[src/rtl/ti_mem_arbiter_if.sv]
// Bundle for the arbiter: per-requester request/response lanes (flattened,
// requester i at slice i) plus the single shared LSU memory port.
// master = arbiter side, slave = requesters + memory side.
interface ti_mem_arbiter_if #(
  parameter int NUM_REQS   = 4,
  parameter int ADDR_WIDTH = 32,
  parameter int DATA_WIDTH = 32,
  parameter int TAG_WIDTH  = 2
);
  localparam int REQ_ID_BITS   = $clog2(NUM_REQS);
  localparam int MEM_TAG_WIDTH = REQ_ID_BITS + TAG_WIDTH;

  // requester side
  logic [NUM_REQS-1:0]            req_valid;
  logic [NUM_REQS-1:0]            req_rw;
  logic [NUM_REQS*ADDR_WIDTH-1:0] req_addr;
  logic [NUM_REQS*DATA_WIDTH-1:0] req_data;
  logic [NUM_REQS*TAG_WIDTH-1:0]  req_tag;
  logic [NUM_REQS-1:0]            req_ready;
  logic [NUM_REQS-1:0]            rsp_valid;
  logic [DATA_WIDTH-1:0]          rsp_data;
  logic [TAG_WIDTH-1:0]           rsp_tag;
  logic [NUM_REQS-1:0]            rsp_ready;

  // memory side
  logic                     mem_req_valid;
  logic                     mem_req_rw;
  logic [ADDR_WIDTH-1:0]    mem_req_addr;
  logic [DATA_WIDTH-1:0]    mem_req_data;
  logic [MEM_TAG_WIDTH-1:0] mem_req_tag;
  logic                     mem_req_ready;
  logic                     mem_rsp_valid;
  logic [DATA_WIDTH-1:0]    mem_rsp_data;
  logic [MEM_TAG_WIDTH-1:0] mem_rsp_tag;
  logic                     mem_rsp_ready;

  modport master (
    input  req_valid, req_rw, req_addr, req_data, req_tag, rsp_ready,
           mem_req_ready, mem_rsp_valid, mem_rsp_data, mem_rsp_tag,
    output req_ready, rsp_valid, rsp_data, rsp_tag,
           mem_req_valid, mem_req_rw, mem_req_addr, mem_req_data, mem_req_tag,
           mem_rsp_ready
  );

  modport slave (
    output req_valid, req_rw, req_addr, req_data, req_tag, rsp_ready,
           mem_req_ready, mem_rsp_valid, mem_rsp_data, mem_rsp_tag,
    input  req_ready, rsp_valid, rsp_data, rsp_tag,
           mem_req_valid, mem_req_rw, mem_req_addr, mem_req_data, mem_req_tag,
           mem_rsp_ready
  );
endinterface

[src/rtl/ti_mem_arbiter.sv]
// Round-robin arbiter sharing one LSU memory port between NUM_REQS T&I units.
// Requests pass through one registered output slot; the memory tag carries the
// requester ID in its MSBs so responses are routed back combinationally.
// Reads in flight are capped per requester by a pending counter.
module ti_mem_arbiter #(
  parameter int NUM_REQS    = 4,
  parameter int ADDR_WIDTH  = 32,
  parameter int DATA_WIDTH  = 32,
  parameter int TAG_WIDTH   = 2,
  parameter int MAX_PENDING = 4
) (
  input logic              clk,
  input logic              reset,
  ti_mem_arbiter_if.master bus
);
  localparam int REQ_ID_BITS   = $clog2(NUM_REQS);
  localparam int MEM_TAG_WIDTH = REQ_ID_BITS + TAG_WIDTH;
  localparam int IDX_WIDTH     = REQ_ID_BITS + 1;
  // The counter only increments when the slot fires, so a read granted at
  // MAX_PENDING-1 may still be sitting in the slot: the count can reach
  // MAX_PENDING+1, and the width leaves room for that.
  localparam int CNT_WIDTH     = $clog2(MAX_PENDING + 2);
  localparam logic [CNT_WIDTH-1:0] CAP = CNT_WIDTH'(MAX_PENDING);

  localparam logic [0:0] SLOT_EMPTY = 1'b0;
  localparam logic [0:0] SLOT_FULL  = 1'b1;

  logic [0:0]               slot_state_reg;
  logic                     slot_rw_reg;
  logic [ADDR_WIDTH-1:0]    slot_addr_reg;
  logic [DATA_WIDTH-1:0]    slot_data_reg;
  logic [MEM_TAG_WIDTH-1:0] slot_tag_reg;
  logic [REQ_ID_BITS-1:0]   rr_ptr_reg;
  logic [CNT_WIDTH-1:0]     pending_reg [NUM_REQS];

  logic [ADDR_WIDTH-1:0] addr_arr [NUM_REQS];
  logic [DATA_WIDTH-1:0] data_arr [NUM_REQS];
  logic [TAG_WIDTH-1:0]  tag_arr  [NUM_REQS];

  logic [NUM_REQS-1:0]    eligible;
  logic [NUM_REQS-1:0]    req_ready_vec;
  logic [NUM_REQS-1:0]    rsp_valid_vec;
  logic [NUM_REQS-1:0]    read_fire;
  logic [NUM_REQS-1:0]    rsp_fire;
  logic                   grant_found;
  logic [REQ_ID_BITS-1:0] grant_id;
  logic [IDX_WIDTH-1:0]   scan_idx;
  logic                   slot_fire;
  logic                   grant;
  logic [REQ_ID_BITS-1:0] slot_id;
  logic [REQ_ID_BITS-1:0] rsp_id;
  logic                   rsp_id_ok;
  logic                   mem_rsp_ready_int;

  assign slot_fire = (slot_state_reg == SLOT_FULL) && bus.mem_req_ready;
  assign slot_id   = slot_tag_reg[MEM_TAG_WIDTH-1 -: REQ_ID_BITS];
  assign rsp_id    = bus.mem_rsp_tag[MEM_TAG_WIDTH-1 -: REQ_ID_BITS];
  assign rsp_id_ok = {1'b0, rsp_id} < IDX_WIDTH'(NUM_REQS);

  // Per-requester slicing, eligibility and response steering
  for (genvar gi = 0; gi < NUM_REQS; gi++) begin : g_req
    assign addr_arr[gi] = bus.req_addr[gi*ADDR_WIDTH +: ADDR_WIDTH];
    assign data_arr[gi] = bus.req_data[gi*DATA_WIDTH +: DATA_WIDTH];
    assign tag_arr[gi]  = bus.req_tag[gi*TAG_WIDTH +: TAG_WIDTH];
    // writes bypass the cap: memory never answers them
    assign eligible[gi] = bus.req_valid[gi] && (bus.req_rw[gi] || (pending_reg[gi] < CAP));
    assign req_ready_vec[gi] = grant && (grant_id == REQ_ID_BITS'(gi));
    assign rsp_valid_vec[gi] = bus.mem_rsp_valid && (rsp_id == REQ_ID_BITS'(gi));
    assign read_fire[gi] = slot_fire && !slot_rw_reg && (slot_id == REQ_ID_BITS'(gi));
    assign rsp_fire[gi]  = bus.mem_rsp_valid && mem_rsp_ready_int && (rsp_id == REQ_ID_BITS'(gi));

    // Pending read count: +1 on read issue, -1 on response, never below zero
    always_ff @(posedge clk) begin
      if (reset) begin
        pending_reg[gi] <= '0;
      end else if (read_fire[gi] && !(rsp_fire[gi] && pending_reg[gi] != '0)) begin
        pending_reg[gi] <= pending_reg[gi] + 1'b1;
      end else if (!read_fire[gi] && rsp_fire[gi] && pending_reg[gi] != '0) begin
        pending_reg[gi] <= pending_reg[gi] - 1'b1;
      end
    end

    // A response to a requester with nothing outstanding is a protocol error
    a_rsp_underflow: assert property (@(posedge clk) disable iff (reset)
      !(rsp_fire[gi] && pending_reg[gi] == '0));
  end

  a_rsp_id_range: assert property (@(posedge clk) disable iff (reset)
    !(bus.mem_rsp_valid && !rsp_id_ok));

  // Round-robin scan: first eligible requester at or after rr_ptr, wrapping
  always_comb begin
    grant_found = 1'b0;
    grant_id    = '0;
    scan_idx    = '0;
    for (int k = 0; k < NUM_REQS; k++) begin
      scan_idx = {1'b0, rr_ptr_reg} + IDX_WIDTH'(k);
      if (scan_idx >= IDX_WIDTH'(NUM_REQS)) begin
        scan_idx = scan_idx - IDX_WIDTH'(NUM_REQS);
      end
      if (!grant_found && eligible[scan_idx[REQ_ID_BITS-1:0]]) begin
        grant_found = 1'b1;
        grant_id    = scan_idx[REQ_ID_BITS-1:0];
      end
    end
  end

  // A grant needs a free slot or one that empties this cycle
  assign grant = !reset && grant_found && ((slot_state_reg == SLOT_EMPTY) || bus.mem_req_ready);

  // Response ready follows the addressed requester; out-of-range IDs get none
  always_comb begin
    mem_rsp_ready_int = 1'b0;
    for (int k = 0; k < NUM_REQS; k++) begin
      if (rsp_id == REQ_ID_BITS'(k)) begin
        mem_rsp_ready_int = bus.rsp_ready[k];
      end
    end
  end

  // Output slot: load on grant (also while firing), empty on fire without grant
  always_ff @(posedge clk) begin
    if (reset) begin
      slot_state_reg <= SLOT_EMPTY;
      slot_rw_reg    <= 1'b0;
      slot_addr_reg  <= '0;
      slot_data_reg  <= '0;
      slot_tag_reg   <= '0;
    end else if (grant) begin
      slot_state_reg <= SLOT_FULL;
      slot_rw_reg    <= bus.req_rw[grant_id];
      slot_addr_reg  <= addr_arr[grant_id];
      slot_data_reg  <= data_arr[grant_id];
      slot_tag_reg   <= {grant_id, tag_arr[grant_id]};
    end else if (slot_fire) begin
      slot_state_reg <= SLOT_EMPTY;
    end
  end

  // Round-robin pointer moves just past the winner on each grant
  always_ff @(posedge clk) begin
    if (reset) begin
      rr_ptr_reg <= '0;
    end else if (grant) begin
      if (grant_id == REQ_ID_BITS'(NUM_REQS - 1)) begin
        rr_ptr_reg <= '0;
      end else begin
        rr_ptr_reg <= grant_id + 1'b1;
      end
    end
  end

  assign bus.req_ready     = req_ready_vec;
  assign bus.rsp_valid     = rsp_valid_vec;
  assign bus.rsp_data      = bus.mem_rsp_data;
  assign bus.rsp_tag       = bus.mem_rsp_tag[TAG_WIDTH-1:0];
  assign bus.mem_rsp_ready = mem_rsp_ready_int;
  assign bus.mem_req_valid = (slot_state_reg == SLOT_FULL);
  assign bus.mem_req_rw    = slot_rw_reg;
  assign bus.mem_req_addr  = slot_addr_reg;
  assign bus.mem_req_data  = slot_data_reg;
  assign bus.mem_req_tag   = slot_tag_reg;
endmodule
[src/flat_wrapper.sv]
// flat-port wrapper written by rule: the top's interface ports become plain ports
module ti_mem_arbiter_flat 
#(
  parameter int NUM_REQS    = 4,
  parameter int ADDR_WIDTH  = 32,
  parameter int DATA_WIDTH  = 32,
  parameter int TAG_WIDTH   = 2,
  parameter int MAX_PENDING = 4
)
  (clk, reset, bus_req_valid, bus_req_rw, bus_req_addr, bus_req_data, bus_req_tag, bus_rsp_ready, bus_mem_req_ready, bus_mem_rsp_valid, bus_mem_rsp_data, bus_mem_rsp_tag, bus_req_ready, bus_rsp_valid, bus_rsp_data, bus_rsp_tag, bus_mem_req_valid, bus_mem_req_rw, bus_mem_req_addr, bus_mem_req_data, bus_mem_req_tag, bus_mem_rsp_ready);
  ti_mem_arbiter_if #(.NUM_REQS(NUM_REQS), .ADDR_WIDTH(ADDR_WIDTH), .DATA_WIDTH(DATA_WIDTH), .TAG_WIDTH(TAG_WIDTH)) bus_i ();
  input logic clk;
  input logic reset;
  input wire logic [$bits(bus_i.req_valid)-1:0] bus_req_valid;
  input wire logic [$bits(bus_i.req_rw)-1:0] bus_req_rw;
  input wire logic [$bits(bus_i.req_addr)-1:0] bus_req_addr;
  input wire logic [$bits(bus_i.req_data)-1:0] bus_req_data;
  input wire logic [$bits(bus_i.req_tag)-1:0] bus_req_tag;
  input wire logic [$bits(bus_i.rsp_ready)-1:0] bus_rsp_ready;
  input wire logic [$bits(bus_i.mem_req_ready)-1:0] bus_mem_req_ready;
  input wire logic [$bits(bus_i.mem_rsp_valid)-1:0] bus_mem_rsp_valid;
  input wire logic [$bits(bus_i.mem_rsp_data)-1:0] bus_mem_rsp_data;
  input wire logic [$bits(bus_i.mem_rsp_tag)-1:0] bus_mem_rsp_tag;
  output wire logic [$bits(bus_i.req_ready)-1:0] bus_req_ready;
  output wire logic [$bits(bus_i.rsp_valid)-1:0] bus_rsp_valid;
  output wire logic [$bits(bus_i.rsp_data)-1:0] bus_rsp_data;
  output wire logic [$bits(bus_i.rsp_tag)-1:0] bus_rsp_tag;
  output wire logic [$bits(bus_i.mem_req_valid)-1:0] bus_mem_req_valid;
  output wire logic [$bits(bus_i.mem_req_rw)-1:0] bus_mem_req_rw;
  output wire logic [$bits(bus_i.mem_req_addr)-1:0] bus_mem_req_addr;
  output wire logic [$bits(bus_i.mem_req_data)-1:0] bus_mem_req_data;
  output wire logic [$bits(bus_i.mem_req_tag)-1:0] bus_mem_req_tag;
  output wire logic [$bits(bus_i.mem_rsp_ready)-1:0] bus_mem_rsp_ready;
  assign bus_i.req_valid = bus_req_valid;
  assign bus_i.req_rw = bus_req_rw;
  assign bus_i.req_addr = bus_req_addr;
  assign bus_i.req_data = bus_req_data;
  assign bus_i.req_tag = bus_req_tag;
  assign bus_i.rsp_ready = bus_rsp_ready;
  assign bus_i.mem_req_ready = bus_mem_req_ready;
  assign bus_i.mem_rsp_valid = bus_mem_rsp_valid;
  assign bus_i.mem_rsp_data = bus_mem_rsp_data;
  assign bus_i.mem_rsp_tag = bus_mem_rsp_tag;
  assign bus_req_ready = bus_i.req_ready;
  assign bus_rsp_valid = bus_i.rsp_valid;
  assign bus_rsp_data = bus_i.rsp_data;
  assign bus_rsp_tag = bus_i.rsp_tag;
  assign bus_mem_req_valid = bus_i.mem_req_valid;
  assign bus_mem_req_rw = bus_i.mem_req_rw;
  assign bus_mem_req_addr = bus_i.mem_req_addr;
  assign bus_mem_req_data = bus_i.mem_req_data;
  assign bus_mem_req_tag = bus_i.mem_req_tag;
  assign bus_mem_rsp_ready = bus_i.mem_rsp_ready;
  ti_mem_arbiter #(.NUM_REQS(NUM_REQS), .ADDR_WIDTH(ADDR_WIDTH), .DATA_WIDTH(DATA_WIDTH), .TAG_WIDTH(TAG_WIDTH), .MAX_PENDING(MAX_PENDING)) u_core (.clk(clk), .reset(reset), .bus(bus_i));
endmodule
[config.mk]
export PLATFORM = sky130hd
export DESIGN_NAME = ti_mem_arbiter_flat
export DESIGN_NICKNAME = d
export VERILOG_FILES = /design/src/rtl/ti_mem_arbiter_if.sv /design/src/rtl/ti_mem_arbiter.sv /design/src/flat_wrapper.sv
export SDC_FILE = /design/constraint.sdc
export NUM_CORES = 1
export LEC_CHECK = 0
export BUFFER_PORTS_ARGS = -buffer_cell sky130_fd_sc_hd__buf_2
export CAP_MARGIN = 20
export CORE_AREA = 2 2 168 170
export CTS_CLUSTER_DIAMETER = 30
export DETAILED_ROUTE_END_ITERATION = 8
export DIE_AREA = 0 0 170 172
export PLACE_DENSITY = 0.53
export SLEW_MARGIN = 20
export SYNTH_ARGS = -nofsm -noshare
export SYNTH_HDL_FRONTEND = slang
export SYNTH_SLANG_ARGS = --single-unit
[constraint.sdc]
create_clock -name clk -period 4 [get_ports clk]
set_clock_uncertainty 0.2 [all_clocks]
set_input_delay 0.8 -clock clk [delete_from_list [all_inputs] [get_ports clk]]
set_output_delay 0.8 -clock clk [all_outputs]
set_load 0.05 [all_outputs]
# ---- After elaboration in Yosys (flattened, before gate mapping)
# Memory sizes are Yosys's and may differ from the RTL's.
# Cells that the tools add are included.
dict set report word_totals {
  regBits 72
  latch_bits 0
  ram_bits 12
  romBits 0
  in_bits 316
  output_inout_bits 113
  word_cells 202
  n_memories 1
}
# memory depth width read_ports rd_clocked_by_memory_dff write_ports line
set mem_list {}
lappend mem_list {u_core.pending_reg 4 3 4 0 4 ti_mem_arbiter.sv:34} ;# logic [CNT_WIDTH-1:0] pending_reg [NUM_REQS];
dict set report op_classes {
  addsub 16
  multipliers 0
  div_mod_pow 0
  n_lt_le_gt_ge 14
  eq_ne 9
  shifts 0
  n_mux 76
  bitwise_logic 10
  n_reduce_logical 70
}
# operator count
set ops {}
lappend ops {{binary-select mux 32 bit (select 2 bit)} 2}
lappend ops {{2-to-1 mux 32 bit} 4}
lappend ops {{2-to-1 mux 1 bit} 45}
lappend ops {{logical AND 1 bit} 44}
lappend ops {{2-to-1 mux 3 bit} 8}
lappend ops {{2-to-1 mux 2 bit} 11}
lappend ops {{< comparator 2 x 3 -> 1 bit, second input constant} 5}
lappend ops {{logical NOT 1 bit} 13}
lappend ops {{adder 3 x 1 -> 3 bit, second input constant} 4}
lappend ops {{equality test 2 bit, second input constant} 6}
lappend ops {{>= comparator 3 bit, second input constant} 4}
lappend ops {{< comparator 3 bit, second input constant} 4}
lappend ops {{nonzero test 3 bit} 4}
lappend ops {{subtractor 3 x 1 -> 3 bit, second input constant} 4}
lappend ops {{binary-select mux 1 bit (select 2 bit)} 5}
lappend ops {{bitwise OR 1 bit} 8}
lappend ops {{subtractor 2 x 1 -> 2 bit, second input constant} 4}
lappend ops {{adder 2 x 2 -> 3 bit, second input constant} 2}
lappend ops {{equality test 2 x 1 -> 1 bit, second input constant} 3}
lappend ops {{logical NOT 2 bit} 3}
lappend ops {{logical OR 1 bit} 5}
lappend ops {{binary-select mux 2 bit (select 2 bit)} 1}
lappend ops {{adder 2 x 1 -> 3 bit, second input constant} 1}
lappend ops {{>= comparator 2 x 3 -> 1 bit, second input constant} 1}
lappend ops {{other kinds (4)} 4}

# ---- Depth between registers and ports, before layout
# An unclocked memory read counts as a cell.
dict set report logic_depth {
  ltp_word 20
  depth_mapped 13
  depth_no_buf 9
}

# ---- Least setup slack after synthesis
# No wires, ideal clock.
dict set report synth_timing {
  path_type {input to output}
  startpoint {input bus_req_rw[0]}
  endpoint {output bus_req_ready[3]}
  t_arrival_ns 3.016
  required_ns 3.000
  slack_ns -0.016
  path_stages 11
  n_path_buf 3
  cell_sequence {nand2b_1 a311o_1 a2bb2oi_4 nand2_2 inv_2 buf_6 buf_6 buf_6 ha_1 inv_1 nor2_1}
}
dict set report synth_via {
  word_cells_on_any_way 28
  cone_classes {eq/ne: 1; mux: 16; reduce/logical: 11}
}
# element line
set synth_rtl {}
lappend synth_rtl {{start, declared} flat_wrapper.sv:15} ;# input wire logic [$bits(bus_i.req_rw)-1:0] bus_req_rw;
lappend synth_rtl {{logical OR 1 bit (*)} ti_mem_arbiter.sv:66} ;# assign eligible[gi] = bus.req_valid[gi] && (bus.req_rw[gi] || (pending_reg[gi] < CAP));
lappend synth_rtl {{logical AND 1 bit (*)} ti_mem_arbiter.sv:66}
lappend synth_rtl {{binary-select mux 1 bit (select 2 bit)} ti_mem_arbiter.sv:101} ;# if (!grant_found && eligible[scan_idx[REQ_ID_BITS-1:0]]) begin
lappend synth_rtl {{2-to-1 mux 1 bit (implied by the code)} ti_mem_arbiter.sv:101}
lappend synth_rtl {{2-to-1 mux 1 bit} ti_mem_arbiter.sv:101}
lappend synth_rtl {{logical NOT 1 bit} ti_mem_arbiter.sv:101}
lappend synth_rtl {{logical AND 1 bit} ti_mem_arbiter.sv:101}
lappend synth_rtl {{2-to-1 mux 1 bit} ti_mem_arbiter.sv:101}
lappend synth_rtl {{logical NOT 1 bit} ti_mem_arbiter.sv:101}
lappend synth_rtl {{logical AND 1 bit} ti_mem_arbiter.sv:101}
lappend synth_rtl {{2-to-1 mux 1 bit} ti_mem_arbiter.sv:101}
lappend synth_rtl {{logical NOT 1 bit} ti_mem_arbiter.sv:101}
lappend synth_rtl {{logical AND 1 bit} ti_mem_arbiter.sv:101}
lappend synth_rtl {{2-to-1 mux 2 bit (*)} ti_mem_arbiter.sv:101}
lappend synth_rtl {{via u_core.grant_id[0]} ti_mem_arbiter.sv:46} ;# logic [REQ_ID_BITS-1:0] grant_id;
lappend synth_rtl {{equality test 2 bit (*)} ti_mem_arbiter.sv:67} ;# assign req_ready_vec[gi] = grant && (grant_id == REQ_ID_BITS'(gi));
lappend synth_rtl {{logical AND 1 bit (*)} ti_mem_arbiter.sv:67}
lappend synth_rtl {{end, declared} flat_wrapper.sv:24} ;# output wire logic [$bits(bus_i.req_ready)-1:0] bus_req_ready;
# The timed path passes the listed nets; every way through them passes the cells marked *. The select of a mux whose other input is x is not followed.

# ---- Final worst setup path
dict set report layout_timing {
  startpoint {input bus_req_rw[1]}
  endpoint {output bus_req_ready[2]}
}
dict set report layout_via {
  elab_chain_cells 17
  word_cells_on_any_way 28
  cone_classes {eq/ne: 1; mux: 16; reduce/logical: 11}
}
# element line
set layout_rtl {}
lappend layout_rtl {{logical OR 1 bit (*)} ti_mem_arbiter.sv:66}
lappend layout_rtl {{logical AND 1 bit (*)} ti_mem_arbiter.sv:66}
lappend layout_rtl {{binary-select mux 1 bit (select 2 bit)} ti_mem_arbiter.sv:101}
lappend layout_rtl {{2-to-1 mux 1 bit (implied by the code)} ti_mem_arbiter.sv:101}
lappend layout_rtl {{2-to-1 mux 1 bit} ti_mem_arbiter.sv:101}
lappend layout_rtl {{logical NOT 1 bit} ti_mem_arbiter.sv:101}
lappend layout_rtl {{logical AND 1 bit} ti_mem_arbiter.sv:101}
lappend layout_rtl {{2-to-1 mux 1 bit} ti_mem_arbiter.sv:101}
lappend layout_rtl {{logical NOT 1 bit} ti_mem_arbiter.sv:101}
lappend layout_rtl {{logical AND 1 bit} ti_mem_arbiter.sv:101}
lappend layout_rtl {{2-to-1 mux 1 bit} ti_mem_arbiter.sv:101}
lappend layout_rtl {{logical NOT 1 bit} ti_mem_arbiter.sv:101}
lappend layout_rtl {{logical AND 1 bit} ti_mem_arbiter.sv:101}
lappend layout_rtl {{2-to-1 mux 1 bit} ti_mem_arbiter.sv:101}
lappend layout_rtl {{logical AND 1 bit (2 in series)} ti_mem_arbiter.sv:109} ;# assign grant = !reset && grant_found && ((slot_state_reg == SLOT_EMPTY) || bus.mem_req_ready);
lappend layout_rtl {{logical AND 1 bit (*)} ti_mem_arbiter.sv:67}
# Mark *: on every way between the ends. The rest lies on a longest branch, timed or not. The select of a mux whose other input is x is not followed.

==> results.sh <==
export IMPL_reg2reg_depth=8
export IMPL_synth_edf_count=12
export IMPL_yosysWarnings=0
export IMPL_grt_max_degree=70
export IMPL_post_cts_setup_buffer_count=0
export IMPL_drc_errors=0
export IMPL_wire_per_inst_um=19.1
export IMPL_slowest_stage="buf_4"
export IMPL_cp_cell_sequence="buf_2 -> nor2b_1 -> o211ai_1 -> o221ai_2 -> nand2_1 -> inv_2 -> buf_4 -> ha_1 -> and2_1 -> buf_2"
export IMPL_start_util=0.216
export IMPL_setup_violations_final=0
export IMPL_synthArstFlopShare=0
export IMPL_drive_gt1_frac=0.455
export IMPL_cts_tree="built"
export IMPL_swShare=0.428
export IMPL_final_area_um2=8210
export IMPL_dpl_cell_area_um2=7900
export IMPL_cts_path_max_buffers=2
export IMPL_maxSlewViolCount=0
export IMPL_cp_slowest_stage_delay_ps=260
export IMPL_status="finished clean"
export IMPL_fin_crit_sh=0.926
export IMPL_ys_top_cells_by_area="dfxtp_1 (24%), mux2_2 (6.3%), edfxtp_1 (6.1%)"
export IMPL_cap_violations=0
export IMPL_synth_area_um2=5940
export IMPL_nets=1296
export IMPL_path_clk_slew_ps=70
export IMPL_fin_tns_setup_ps=0
export IMPL_fmax_mhz=270
export IMPL_grt_pass1_wl_um=36200
export IMPL_period_minus_slack_ps=3700
export IMPL_coreArea_um2=27500
export IMPL_clock_sinks=84
export IMPL_p_clk_frac=0.247
export IMPL_cp_required_ps=3000
export IMPL_ctsHoldBuffers=0
export IMPL_hold_viol_final=0
export IMPL_yosysTopAreaCell="dfxtp_1"
export IMPL_overflow=0
export IMPL_start_kind="input pin"
export IMPL_combPwrFrac=0.450
export IMPL_grt_pass1_vias=6344
export IMPL_grt_usage=0.162
export IMPL_dieArea_um2=29200
export IMPL_hold_class="reg -> reg"
export IMPL_dr_first_iter_drc_count=316
export IMPL_cts_root_buf="clkbuf_16"
export IMPL_dp_hpwl_um=18400
export IMPL_end_kind="output pin"
export IMPL_via_per_inst=5.04
export IMPL_crit_path_max_fanout=18
export IMPL_ys_seq_area_frac=0.303
export IMPL_synth_nets=1006
export IMPL_io_buffers=360
export IMPL_chipWidth_um=170
export IMPL_htree_num_levels=3
export IMPL_io_pin_count=429
export IMPL_relSlewSlack=0.254
export IMPL_p_sw_mw=1.55
export IMPL_wl_um=25200
export IMPL_clk_latency_ps=350
export IMPL_avgSynthCellArea_um2=8.79
export IMPL_ys_types=53
export IMPL_cts_resized=0
export IMPL_num_vias=6638
export IMPL_critPathBufInv=4
export IMPL_rsz0062_at_grt="no"
export IMPL_worst_pin_slew_ps=1110
export IMPL_die_h_um=172
export IMPL_pre_cts_slack_ps=319
export IMPL_ys_seq_elements=84
export IMPL_arrival_ps=2700
export IMPL_vdd_drop_max_mv=0.183
export IMPL_cts_inserted_buffers=9
export IMPL_top_layer="met5"
export IMPL_stdcell_count=1318
export IMPL_powerDensity_nw_per_um2=440
export IMPL_synthToLayoutAreaGrowth_pct=38.2
export IMPL_drtAntennaViolNets=0
export IMPL_p_leak_nw=3.64
export IMPL_cp_top_family="buffers and inverters"
export IMPL_synth_top_flop_cell="dfxtp_1"
export IMPL_synth_top_area_frac=0.243
export IMPL_post_route_util=0.299
export IMPL_dp_cells=1301
export IMPL_layout_common_cells="buf_2 (360), dfxtp_1 (72), nand3_1 (57)"
export IMPL_layout_cells_most_common="buf_2"
export IMPL_wl_met2_um=12400
export IMPL_holdPathStages=1
export IMPL_firstDrtPassIters=6
export IMPL_worst_slack_ps=296
export IMPL_crit_type="in -> out"
export IMPL_cpMostUsedCell="buf_2"
export IMPL_syn_inst=676
export IMPL_cp_depth=10
export IMPL_dr_wl_met3_um=1840
export IMPL_gp_congestion=0.788
export IMPL_intPower_mw=2.07
export IMPL_wl_met1_um=10300
export IMPL_antenna_found_initial=3
export IMPL_rows=61
export IMPL_p_seq_frac=0.303
[power by group through the flow]
stage / registers (mW) / logic (mW) / clock network, mW
after global routing: 1.11 / 1.73 / 0.958
after detailed placement: 1.11 / 1.63 / 0
after global placement: 1.11 / 1.63 / 0
after CTS: 1.09 / 1.64 / 0.930
after floorplan: 1.56 / 0.752 / 0
final: 1.09 / 1.63 / 0.894
[cells in the mapped netlist, types with 12 or more instances]
| library cell | n |
|---|---|
| inv_1 | 13 |
| a21oi_1 | 56 |
| o21ai_0 | 51 |
| nor3b_1 | 21 |
| a221o_1 | 33 |
| nor2_1 | 12 |
| a2bb2oi_1 | 18 |
| buf_4 | 34 |
| dfxtp_1 | 72 |
| a311oi_1 | 23 |
| nand3_1 | 58 |
| mux2_2 | 33 |
| mux2i_1 | 34 |
| o221ai_1 | 17 |
| clkbuf_1 | 48 |
| edfxtp_1 | 12 |
| ha_1 | 13 |
| a221oi_1 | 19 |
| nand2_1 | 12 |
| nand3b_1 | 18 |
[layer usage]
layer | global-route usage | up-vias
li1 | - | 3161
met1 | 0.194 | 3099
met2 | 0.281 | 328
met3 | 0.0332 | 46
met4 | 0.0691 | 4
met5 | 0 | -
[logic make-up (layout without fill, tap and decap cells)]
kind of cell / after synthesis / in the layout / share of synthesized area
fa+ha+maj: 14 / 14 / 0.0308
simple gates: 161 / 161 / 0.155
xor+xnor: 3 / 3 / 0.00442
flops: 84 / 84 / 0.303
other cells: 0 / 1 / 0
mux: 68 / 68 / 0.124
buf+inv: 117 / 412 / 0.104
compound gates: 229 / 229 / 0.279
[area by class of cell]
cell class | instances | area (µm²)
antenna | 1 | 2.50
tap | 346 | 433
clock buffer | 13 | 262
sequential | 84 | 1800
multi-input combinational | 475 | 3600
timing repair buffer | 381 | 2010
inverter | 15 | 57.6
fill | 2995 | 19300
clock inverter | 3 | 43.8
[final timing paths]
| path | start | end | slack [ps] |
|---|---|---|---|
| setup / recovery | bus_req_rw[1] | bus_req_ready[2] | 300 |
| setup reg to reg | u_core.pending_reg[0][5]$_DFFE_PP_ | u_core.bus.mem_req_addr[9]$_SDFFE_PP0P_ | 820 |
| hold reg to reg | u_core.bus.mem_req_addr[4]$_SDFFE_PP0P_ | u_core.bus.mem_req_addr[4]$_SDFFE_PP0P_ | 280 |
| hold / removal | u_core.bus.mem_req_addr[4]$_SDFFE_PP0P_ | u_core.bus.mem_req_addr[4]$_SDFFE_PP0P_ | 280 |
[metrics by stage]
stage / total power, mW / hold slack [ps]
2_1_floorplan: 2.31 / 266
3_5_place_dp: 2.74 / 265
3_3_place_gp: 2.74 / 262
6_report: 3.61 / 280
5_1_grt: 3.80 / 313
4_1_cts: 3.66 / 285
No activity file was read; power rests on OpenSTA's default activity.
